File: config.mk
export PLATFORM = sky130hd
export DESIGN_NAME = store_queue_ctrl
export DESIGN_NICKNAME = d
export VERILOG_FILES = /design/src/rtl/store_pkg.sv /design/src/rtl/store_lane_align.sv /design/src/rtl/store_queue_ctrl.sv
export SDC_FILE = /design/constraint.sdc
export NUM_CORES = 1
export LEC_CHECK = 0
export CAP_MARGIN = 5
export CORE_MARGIN = 3
export CORE_UTILIZATION = 52
export DETAILED_ROUTE_END_ITERATION = 6
export PLACE_DENSITY_LB_ADDON = 0.2
export SLEW_MARGIN = 20
export SYNTH_ARGS = -nofsm -noshare
export SYNTH_HDL_FRONTEND = slang
export SYNTH_HIERARCHICAL = 1
export SYNTH_SLANG_ARGS = --single-unit
File: constraint.sdc
create_clock -name clk -period 3.7 [get_ports clk]
set_input_delay 0.925 -clock clk [delete_from_list [all_inputs] [get_ports clk]]
set_output_delay 0.925 -clock clk [all_outputs]
set_load 0.01 [all_outputs]
File: src/rtl/store_pkg.sv
// Types and constants shared by the store queue: function codes, lane payload, FSM states.
// A queue entry is the word address followed by a lane_t; the top level sizes the address part.
package store_pkg;

    localparam logic [5:0] FUNC_SB = 6'b010000;
    localparam logic [5:0] FUNC_SH = 6'b010001;
    localparam logic [5:0] FUNC_SW = 6'b010010;

    typedef struct packed {
        logic [31:0] data;
        logic [3:0]  be;
    } lane_t;

    localparam int LANE_W = $bits(lane_t);

    typedef enum logic {
        IDLE  = 1'b0,
        ISSUE = 1'b1
    } issue_state_e;

endpackage

File: src/rtl/store_lane_align.sv
// Replicates store data into the addressed byte lanes and builds byte enables.
// Unknown function codes behave as SW.
module store_lane_align
    import store_pkg::*;
(
    input  logic [5:0]  func,
    input  logic [1:0]  byteOff,
    input  logic [31:0] rawData,
    output lane_t       lane,
    output logic        misalign
);

    always_comb begin
        // NOTE: every output gets a default first so no path can leave it unassigned (no latch).
        lane.data = rawData;
        lane.be   = 4'b1111;
        misalign  = |byteOff;
        case (func)
            FUNC_SB: begin
                lane.data = {4{rawData[7:0]}};
                lane.be   = 4'b0001 << byteOff;
                misalign  = 1'b0;
            end
            FUNC_SH: begin
                lane.data = {2{rawData[15:0]}};
                lane.be   = byteOff[1] ? 4'b1100 : 4'b0011;
                misalign  = byteOff[0];
            end
            default: ;
        endcase
    end

endmodule

File: src/rtl/store_queue_ctrl.sv
// Store FIFO between MEM and the data-memory write port: aligns, queues, issues with req/ack,
// and flags loads that touch a word still pending in the queue.
module store_queue_ctrl
    import store_pkg::*;
#(
    parameter int DEPTH  = 4,
    parameter int ADDR_W = 32
) (
    input  logic              clk,
    input  logic              reset,
    input  logic              st_valid,
    output logic              st_ready,
    input  logic [ADDR_W-1:0] st_addr,
    input  logic [31:0]       st_data,
    input  logic [5:0]        st_func,
    output logic              st_misalign,
    input  logic              ld_check,
    input  logic [ADDR_W-1:0] ld_addr,
    output logic              ld_hazard,
    output logic              mem_wr_req,
    output logic [ADDR_W-1:0] mem_wr_addr,
    output logic [31:0]       mem_wr_data,
    output logic [3:0]        mem_wr_be,
    input  logic              mem_wr_ack,
    output logic              empty
);

    localparam int PTR_W = $clog2(DEPTH);
    localparam int CNT_W = PTR_W + 1;

    typedef struct packed {
        logic [ADDR_W-1:2] wordAddr;
        lane_t             lane;
    } entry_t;

    entry_t           queueMem [DEPTH];
    logic [PTR_W-1:0] rdPtr, wrPtr;
    logic [CNT_W-1:0] count, countAfterPop;
    issue_state_e     state, nextState;
    lane_t            alignedLane;
    logic             alignMisalign;
    entry_t           inEntry, nextHead;
    logic             accept, push, pop, full, loadHead;
    logic [1:0]       unusedLdOffset;

    store_lane_align u_align (
        .func    (st_func),
        .byteOff (st_addr[1:0]),
        .rawData (st_data),
        .lane    (alignedLane),
        .misalign(alignMisalign)
    );

    assign inEntry       = '{wordAddr: st_addr[ADDR_W-1:2], lane: alignedLane};
    assign full          = (count == CNT_W'(DEPTH));
    assign st_ready      = !full;
    assign accept        = st_valid && st_ready;
    assign push          = accept && !alignMisalign;
    assign pop           = mem_wr_req && mem_wr_ack;
    assign countAfterPop = count - CNT_W'(pop);
    assign unusedLdOffset = ld_addr[1:0];

    always_ff @(posedge clk) begin
        // NOTE: sequential state uses non-blocking assignments so every register samples pre-edge values.
        if (reset) state <= IDLE;
        else       state <= nextState;
    end

    always_comb begin
        nextState = state;
        case (state)
            IDLE:    if (push) nextState = ISSUE;
            ISSUE:   if (pop && countAfterPop == '0 && !push) nextState = IDLE;
            default: nextState = IDLE;
        endcase
    end

    always_comb begin
        mem_wr_req = (state == ISSUE);
        empty      = (count == '0);
    end

    // The output registers take the head that will exist after this edge; when the queue
    // drains to nothing in the same cycle a store arrives, that head is the arriving store.
    assign loadHead = (nextState == ISSUE) && ((state == IDLE) || pop);
    assign nextHead = (countAfterPop == '0) ? inEntry : queueMem[rdPtr + PTR_W'(1)];

    always_ff @(posedge clk) begin
        if (reset) begin
            rdPtr       <= '0;
            wrPtr       <= '0;
            count       <= '0;
            st_misalign <= 1'b0;
            mem_wr_addr <= '0;
            mem_wr_data <= '0;
            mem_wr_be   <= '0;
        end else begin
            st_misalign <= accept && alignMisalign;
            count       <= count + CNT_W'(push) - CNT_W'(pop);
            if (push) wrPtr <= wrPtr + PTR_W'(1);
            if (pop)  rdPtr <= rdPtr + PTR_W'(1);
            if (loadHead) begin
                mem_wr_addr <= {nextHead.wordAddr, 2'b00};
                mem_wr_data <= nextHead.lane.data;
                mem_wr_be   <= nextHead.lane.be;
            end
        end
    end

    // NOTE: storage is not reset; count alone decides which slots hold live entries.
    always_ff @(posedge clk) begin
        if (push) queueMem[wrPtr] <= inEntry;
    end

    always_comb begin
        ld_hazard = 1'b0;
        for (int i = 0; i < DEPTH; i++) begin
            if (CNT_W'(i) < count &&
                queueMem[rdPtr + PTR_W'(i)].wordAddr == ld_addr[ADDR_W-1:2])
                ld_hazard = 1'b1;
        end
        ld_hazard = ld_hazard && ld_check;
    end

endmodule
Word-level counts from Yosys, hierarchy flattened --
Memories as Yosys holds them, arrays and structs flattened. A register that Yosys moved wholly into a read port is not among the register bits. Index checks and enable logic that the tools add are counted. W data, S select, Z words.
Word-level totals: bits in registers 75, bits in writable memories 264, input bits 107, output and inout bits 73, word-level logic and storage cells 62, memories kept 1
Operators by class: add/subtract/negate cells 7, $lt $le $gt $ge 4, eq/ne operators 7, shift-type cells 1, muxes and demuxes 14, bitwise gates (word level) 1, reductions and logical operators 19
Memory list:
- queueMem | words 4, bits a word 66, read ports 4, clocked after Yosys merged registers in 1, wr ports 1, RTL line store_queue_ctrl.sv:36 | entry_t queueMem [DEPTH];
Operators with widths (number):
- $eq A30 B30 Y1 | 4
- $pmux W36 S2 | 1
- $mux W66 | 1
- $eq A6 B5 Y1 const B | 2
- $logic_and A1 B1 Y1 | 12
- $mux W1 | 7
- $logic_not A3 Y1 | 2
- $lt A1 B3 Y1 const A | 2
- $lt A2 B3 Y1 const A | 2
- $sub A3 B1 Y3 | 2
- $add A2 B1 Y2 const B | 2
- $add A2 B2 Y2 const B | 2
- $mux W2 | 2
- $mux W4 | 1
- $pmux W1 S2 | 2
- $shl A1 B2 Y4 const A | 1
- $add A3 B1 Y3 | 1
- $eq A3 B3 Y1 const B | 1
- $logic_not A1 Y1 | 3
- $reduce_or A2 Y1 | 1
- $logic_or A1 B1 Y1 | 1
- $not A1 Y1 | 1

Longest topological paths before layout --
depth in word-level cells 9, mapped depth 12, depth with buffers taken out 11

By module --
Netlist, hierarchy kept.
By module, submodules not included:
- store_queue_ctrl | times used 1, cells an instance 1237, area an instance 17086.4 um^2, sequential area each 9469.1 um^2
- store_lane_align | times used 1, cells an instance 55, area an instance 613.1 um^2, sequential area each 0.0 um^2

Worst setup path before layout --
Ideal clock, no wire load.
path type input to register, start point input port st_func[1], end point memory queueMem[1][0] in the netlist's numbering, enable pin, setup time 0.431 ns, arrival time 3.466 ns, data required time 3.269 ns, setup slack -0.197 ns, stages 6, buffers on the path 1, cell sequence nor2_2 -> and3_4 -> buf_8 -> o2bb2ai_1 -> nor2_1 -> and2_1
Between the ends: longest elaborated chain between the ends 6, elaborated cells on any way between the ends 7, classes of those cells eq/ne: 2; mux: 3; reduce/logical: 2
Ends and longest elaborated chain:
- from (decl) | RTL line store_queue_ctrl.sv:15 | input logic [5:0] st_func,
- $eq A6 B5 Y1 | RTL line store_lane_align.sv:18 | case (func)
- $pmux W1 S2 (*) | RTL line store_lane_align.sv:18
- named net alignMisalign | RTL line store_queue_ctrl.sv:41 | logic alignMisalign;
- $logic_not A1 Y1 (*) | RTL line store_queue_ctrl.sv:58 | assign push = accept && !alignMisalign;
- $logic_and A1 B1 Y1 (*) | RTL line store_queue_ctrl.sv:58
- $mux W1 (*) | RTL line store_queue_ctrl.sv:112 | if (push) queueMem[wrPtr] <= inEntry;
- $mux W1 (implied by the code) (*) | RTL line store_queue_ctrl.sv:112
- to (decl) | RTL line store_queue_ctrl.sv:36
Mark *: on every way through the listed nets, which the timed path passes. The rest lies on a longest branch.

Worst setup path in the final report --
start point register rdPtr[0], end point output port ld_hazard
Between the ends: longest elaborated chain between the ends 8, elaborated cells on any way between the ends 14, classes of those cells add/sub: 3; eq/ne: 3; mux: 3; reduce/logical: 4; memory: 1
Ends and longest elaborated chain:
- from (decl) | RTL line store_queue_ctrl.sv:37 | logic [PTR_W-1:0] rdPtr, wrPtr;
- from (signal assigned) | RTL line store_queue_ctrl.sv:101 | if (pop) rdPtr <= rdPtr + PTR_W'(1);
- $add A2 B1 Y2 | RTL line store_queue_ctrl.sv:119 | queueMem[rdPtr + PTR_W'(i)].wordAddr == ld_addr[ADDR_W-1:2])
- $mem_v2 Z4 W66 (*)
- $eq A30 B30 Y1 | RTL line store_queue_ctrl.sv:119
- $logic_and A1 B1 Y1 | RTL line store_queue_ctrl.sv:118 | if (CNT_W'(i) < count &&
- $mux W1 (2 in series) | RTL line store_queue_ctrl.sv:118
- $mux W1 (*) | RTL line store_queue_ctrl.sv:118
- $logic_and A1 B1 Y1 (*) | RTL line store_queue_ctrl.sv:122 | ld_hazard = ld_hazard && ld_check;
- to (decl) | RTL line store_queue_ctrl.sv:19 | output logic ld_hazard,
Mark *: on every way between the ends. The rest lies on a longest branch, timed or not.

==> reports/qor.log <==
[outcome] run status finished, violations left
[outcome] violations in the final reports negative setup slack
[pwr] power density normalized to cell area 434.4 nW/µm²
[timing] Period Utilization, post-route 116.2%
[die] die width 190.5 µm
[pwr] internal power summed over all cells 7.491 mW
[yosys] Syn Inst Count 1,292
[placed_design] estimated wirelength of the detail-placed design 39.18 mm
[yosys] cell type with the largest total area after synthesis sky130_fd_sc_hd__edfxtp_1
[pwr] share of total power in combinational logic 17.2%
[timing] worst relative slew slack 40.94%
[yosys] count of different cell masters after synthesis 70
[cts] cts bufs inserted 37
[routing] routed via count divided by cell count 6.023
[timing] maximum clock frequency 232.5 MHz
[pwr] total leakage power 8.010 nW
[routing] mean routed wirelength per cell 25.44 µm
[yosys] Avg Inst Size Synth 13.70 µm²
[global_route] global route overflow 0
[die] Initial Utilization 53.58%
[yosys] fraction of registers with async set/reset 0%
[die] Die ar. 36,290 µm²
[die] number of ports placed on the die boundary 180
[global_route] largest net degree at the start of global routing 91
[cells_and_area] Non-Filler Instances 2,140
[worst_setup_path] buffer and inverter count on the worst path 3
[routing] met1 wire length 21.74 mm
[timing] final worst-path setup slack -0.6002 ns
[yosys] register bit count reported by yosys 341
[cts] CTS root buffer sky130_fd_sc_hd__clkbuf_16
[cells_and_area] core occupancy in the finished layout 70.22%
[routing] final routed DRC violation total 0
[yosys] Post-Syn Area 17,700 µm²
[timing] shortest clock period the worst path allows after layout 4.300 ns
[timing] final count of negative-setup-slack endpoints 1
[run] max-cap violation count 0
[worst_setup_path] critical path fanouts, max 7
[cts] post-cts hold buffer count 0
[worst_setup_path] WS Path Type flop to output pin
[timing] Fin Setup TNS -0.6002 ns
[yosys] Warnings, synthesis 6
[routing] total met3 wirelength after detailed routing 3.979 mm
[cells_and_area] leading cell type in the layout, fill and taps excluded sky130_fd_sc_hd__edfxtp_1
[worst_setup_path] minimum setup slack among reg-to-reg paths 1.22 ns
[min_path] kind of path behind the tightest hold check flop to flop
[routing] length of routed met2 wiring 26.45 mm
[worst_setup_path] Worst EP required 2.77 ns
[cells_and_area] post-layout net count 1,785
[routing] number of routed nets with antenna violations 0
[worst_setup_path] kind of cell adding the most delay to the critical path compound AO/OA/AOI/OAI gates
[pwr] net switching fraction of the power 25.66%
[routing] Pre-Repair DR Iteration Count 5
[worst_setup_path] critical-path cell list buf_12 -> buf_8 -> mux4_2 -> xnor2_2 -> nand4_1 -> nor4_2 -> o2111ai_1 -> o22ai_1 -> o31a_1 -> buf_2
[worst_setup_path] CP max stage cell sky130_fd_sc_hd__mux4_2
[worst_setup_path] delay of the slowest cell on the worst path 0.52 ns
[pwr] worst voltage drop across the vdd grid 0.4715 mV
[cells_and_area] layout cell share with drive strength beyond 1 31.11%
[worst_setup_path] arrival time of the worst setup path 3.38 ns
[timing] unrepaired setup endpoints after global routing true
[placed_design] placed cell areas 21,600 µm²
[cts] number of H-tree levels 2
[cells_and_area] highest-count cells in the layout ignoring fill and taps sky130_fd_sc_hd__edfxtp_1, sky130_fd_sc_hd__buf_4, sky130_fd_sc_hd__clkdlybuf4s50_1, sky130_fd_sc_hd__nand2_1, sky130_fd_sc_hd__mux4_2
[routing] final wirelength 54.43 mm
[die] core area 33,030 µm²
[cts] maximum clock path buffer count 3
[yosys] largest cells by area after synthesis sky130_fd_sc_hd__edfxtp_1, sky130_fd_sc_hd__mux4_2, sky130_fd_sc_hd__dfxtp_1, sky130_fd_sc_hd__mux2i_1, sky130_fd_sc_hd__xnor2_1
[routing] Initial DRC Count 964
[worst_setup_path] kind of start point of the critical path flop
[worst_setup_path] category of the worst setup path capture point output pin
[placed_design] Final Wtd Congestion 0.9751
[cts] Clk Latency, worst-skew pair 0.54 ns
[cells_and_area] area added between synthesis and finish 31.05%
[timing] Final Max Tran Viols 0
[global_route] via count of the first global-routing pass 13,430
[die] die height 190.5 µm
[pwr] P_sw 2.586 mW
[die] Row Count 66
[cts] CTS sink cnt 341
[placed_design] number of input and output port buffers inserted 175
[timing] worst clock skew 0.02223 ns
[cts] register clock-pin slew on the reported worst setup and hold paths 0.06 ns
[yosys] fraction of post-synthesis cell area in the top cell type by area 44.79%
[global_route] total track usage 30.00%
[pwr] clock network power share 39.7%
[timing] actual slew at the worst max-slew pin 0.8859 ns
[routing] top routing layer used met5
[placed_design] Placed Instances 2,060
[cts] CTS tree built
[pwr] sequential group share of total power 43.0%
[global_route] number of antenna violations at the first check in global routing 4
[global_route] global-route wire length before repair 81.65 mm
[timing] hold violation total from the final report 0
[yosys] fraction of the yosys area taken by sequential cells 53.50%
[routing] total vias in the final route 12,890
[cells_and_area] final standard cell area without fillers 23,190 µm²
[yosys] number of enable flip-flop cells after synthesis 264
[yosys] most used flip-flop cell after synthesis sky130_fd_sc_hd__edfxtp_1
## synth_stat cells (all sizes together) (4+ instances only)
library cell and n:
dfxtp 77, ha 9, a22oi 5, nor4 16
mux4 99, nor2b 4, mux2i 91, a21oi 17
nand4 10, buf 63, nor2 85, o22ai 13
xnor2 70, a211oi 8, o21ai 26, inv 17
o2111ai 5, a311oi 61, edfxtp 264, nor3 8
o211ai 4, nand2 149, mux2 50, nand3 6
o2bb2ai 7, xor2 34, clkbuf 48, and2 7
## power by group through the flow
| stage | Combinational, mW | Sequential, mW | Clock (mW) |
|---|---|---|---|
| floorplan | 0.823 | 4.44 | 0 |
| global placement | 1.66 | 4.41 | 0 |
| detailed placement | 1.69 | 4.41 | 0 |
| CTS | 1.73 | 4.33 | 4.06 |
| global route | 1.86 | 4.34 | 4.20 |
| finish | 1.74 | 4.34 | 4.01 |
## worst paths after layout
| check | start | end | depth (start not counted) |
|---|---|---|---|
| max | rdPtr[0]$_SDFFE_PP0N_ | ld_hazard | 10 |
| min | mem_wr_addr[26]$_SDFFE_PP0P_ | mem_wr_addr[26]$_SDFFE_PP0P_ | 2 |
| max reg2reg | mem_wr_req$_SDFF_PP0_ | mem_wr_data[8]$_SDFFE_PP0P_ | 9 |
| min reg2reg | mem_wr_addr[26]$_SDFFE_PP0P_ | mem_wr_addr[26]$_SDFFE_PP0P_ | 2 |
## worst register-to-register path, stage by stage, from the launching register on
cell,delay [ns]
sky130_fd_sc_hd__dfxtp_1,0.45
sky130_fd_sc_hd__and2_1,0.31
sky130_fd_sc_hd__ha_1,0.22
sky130_fd_sc_hd__xnor2_1,0.09
sky130_fd_sc_hd__nand3_2,0.11
sky130_fd_sc_hd__a21oi_1,0.13
sky130_fd_sc_hd__a21oi_4,0.20
sky130_fd_sc_hd__buf_4,0.42
sky130_fd_sc_hd__nor2_1,0.12
sky130_fd_sc_hd__a311oi_1,0.31
## per-layer routing
metal	up-vias	GRT usage [%]
met1	6433	39.52
li1	5738	-
met4	6	12.08
met2	593	49.16
met5	-	0
met3	120	6.176
## final cells by class
| class | count | area, µm² |
|---|---|---|
| inverter | 18 | 67.56 |
| clock inverter | 23 | 324.1 |
| multi-input combinational | 823 | 7615 |
| timing repair buffer | 447 | 4138 |
| tap | 442 | 553.0 |
| sequential | 341 | 9478 |
| fill | 2298 | 9837 |
| clock buffer | 45 | 1017 |
| antenna | 1 | 2.502 |
## flip-flops by register name, indices dropped and copies added, names as in the netlist, named ones only
register     count
queueMem       264
mem_wr_data     32
mem_wr_addr     30
mem_wr_be        4
count            3
rdPtr            2
wrPtr            2
mem_wr_req       1
st_misalign      1
## cells by family after synthesis
| logic type | after synthesis | share of synthesized area [%] |
|---|---|---|
| AOI/OAI and AO/OA | 169 | 7.225 |
| buffers and inverters | 129 | 4.227 |
| and+or+nand+nor | 298 | 7.458 |
| xor gates and xnor gates | 104 | 5.146 |
| other | 1 | 0.02119 |
| DFF | 341 | 53.50 |
| adders and majority gates | 10 | 0.7493 |
| muxes | 240 | 21.67 |
## stage by stage
step / total power [mW] / worst slack, ns / hold WS [ns]
4_1_cts: 10.13 / -0.5446 / 0.4990
3_5_place_dp: 6.106 / -0.8696 / 0.4910
5_1_grt: 10.41 / -0.6426 / 0.5100
6_report: 10.08 / -0.6002 / 0.4973
3_3_place_gp: 6.071 / -0.9099 / 0.4838
2_1_floorplan: 5.259 / 0.3013 / 0.5136
## what timing repair did
action                     CTS  global route
setup endpoints to repair    1             1
pin swaps                    9             4
resized for setup           25             8
cloned                       1             0
setup buffers               10             0
(Power assumes the default switching activity.)
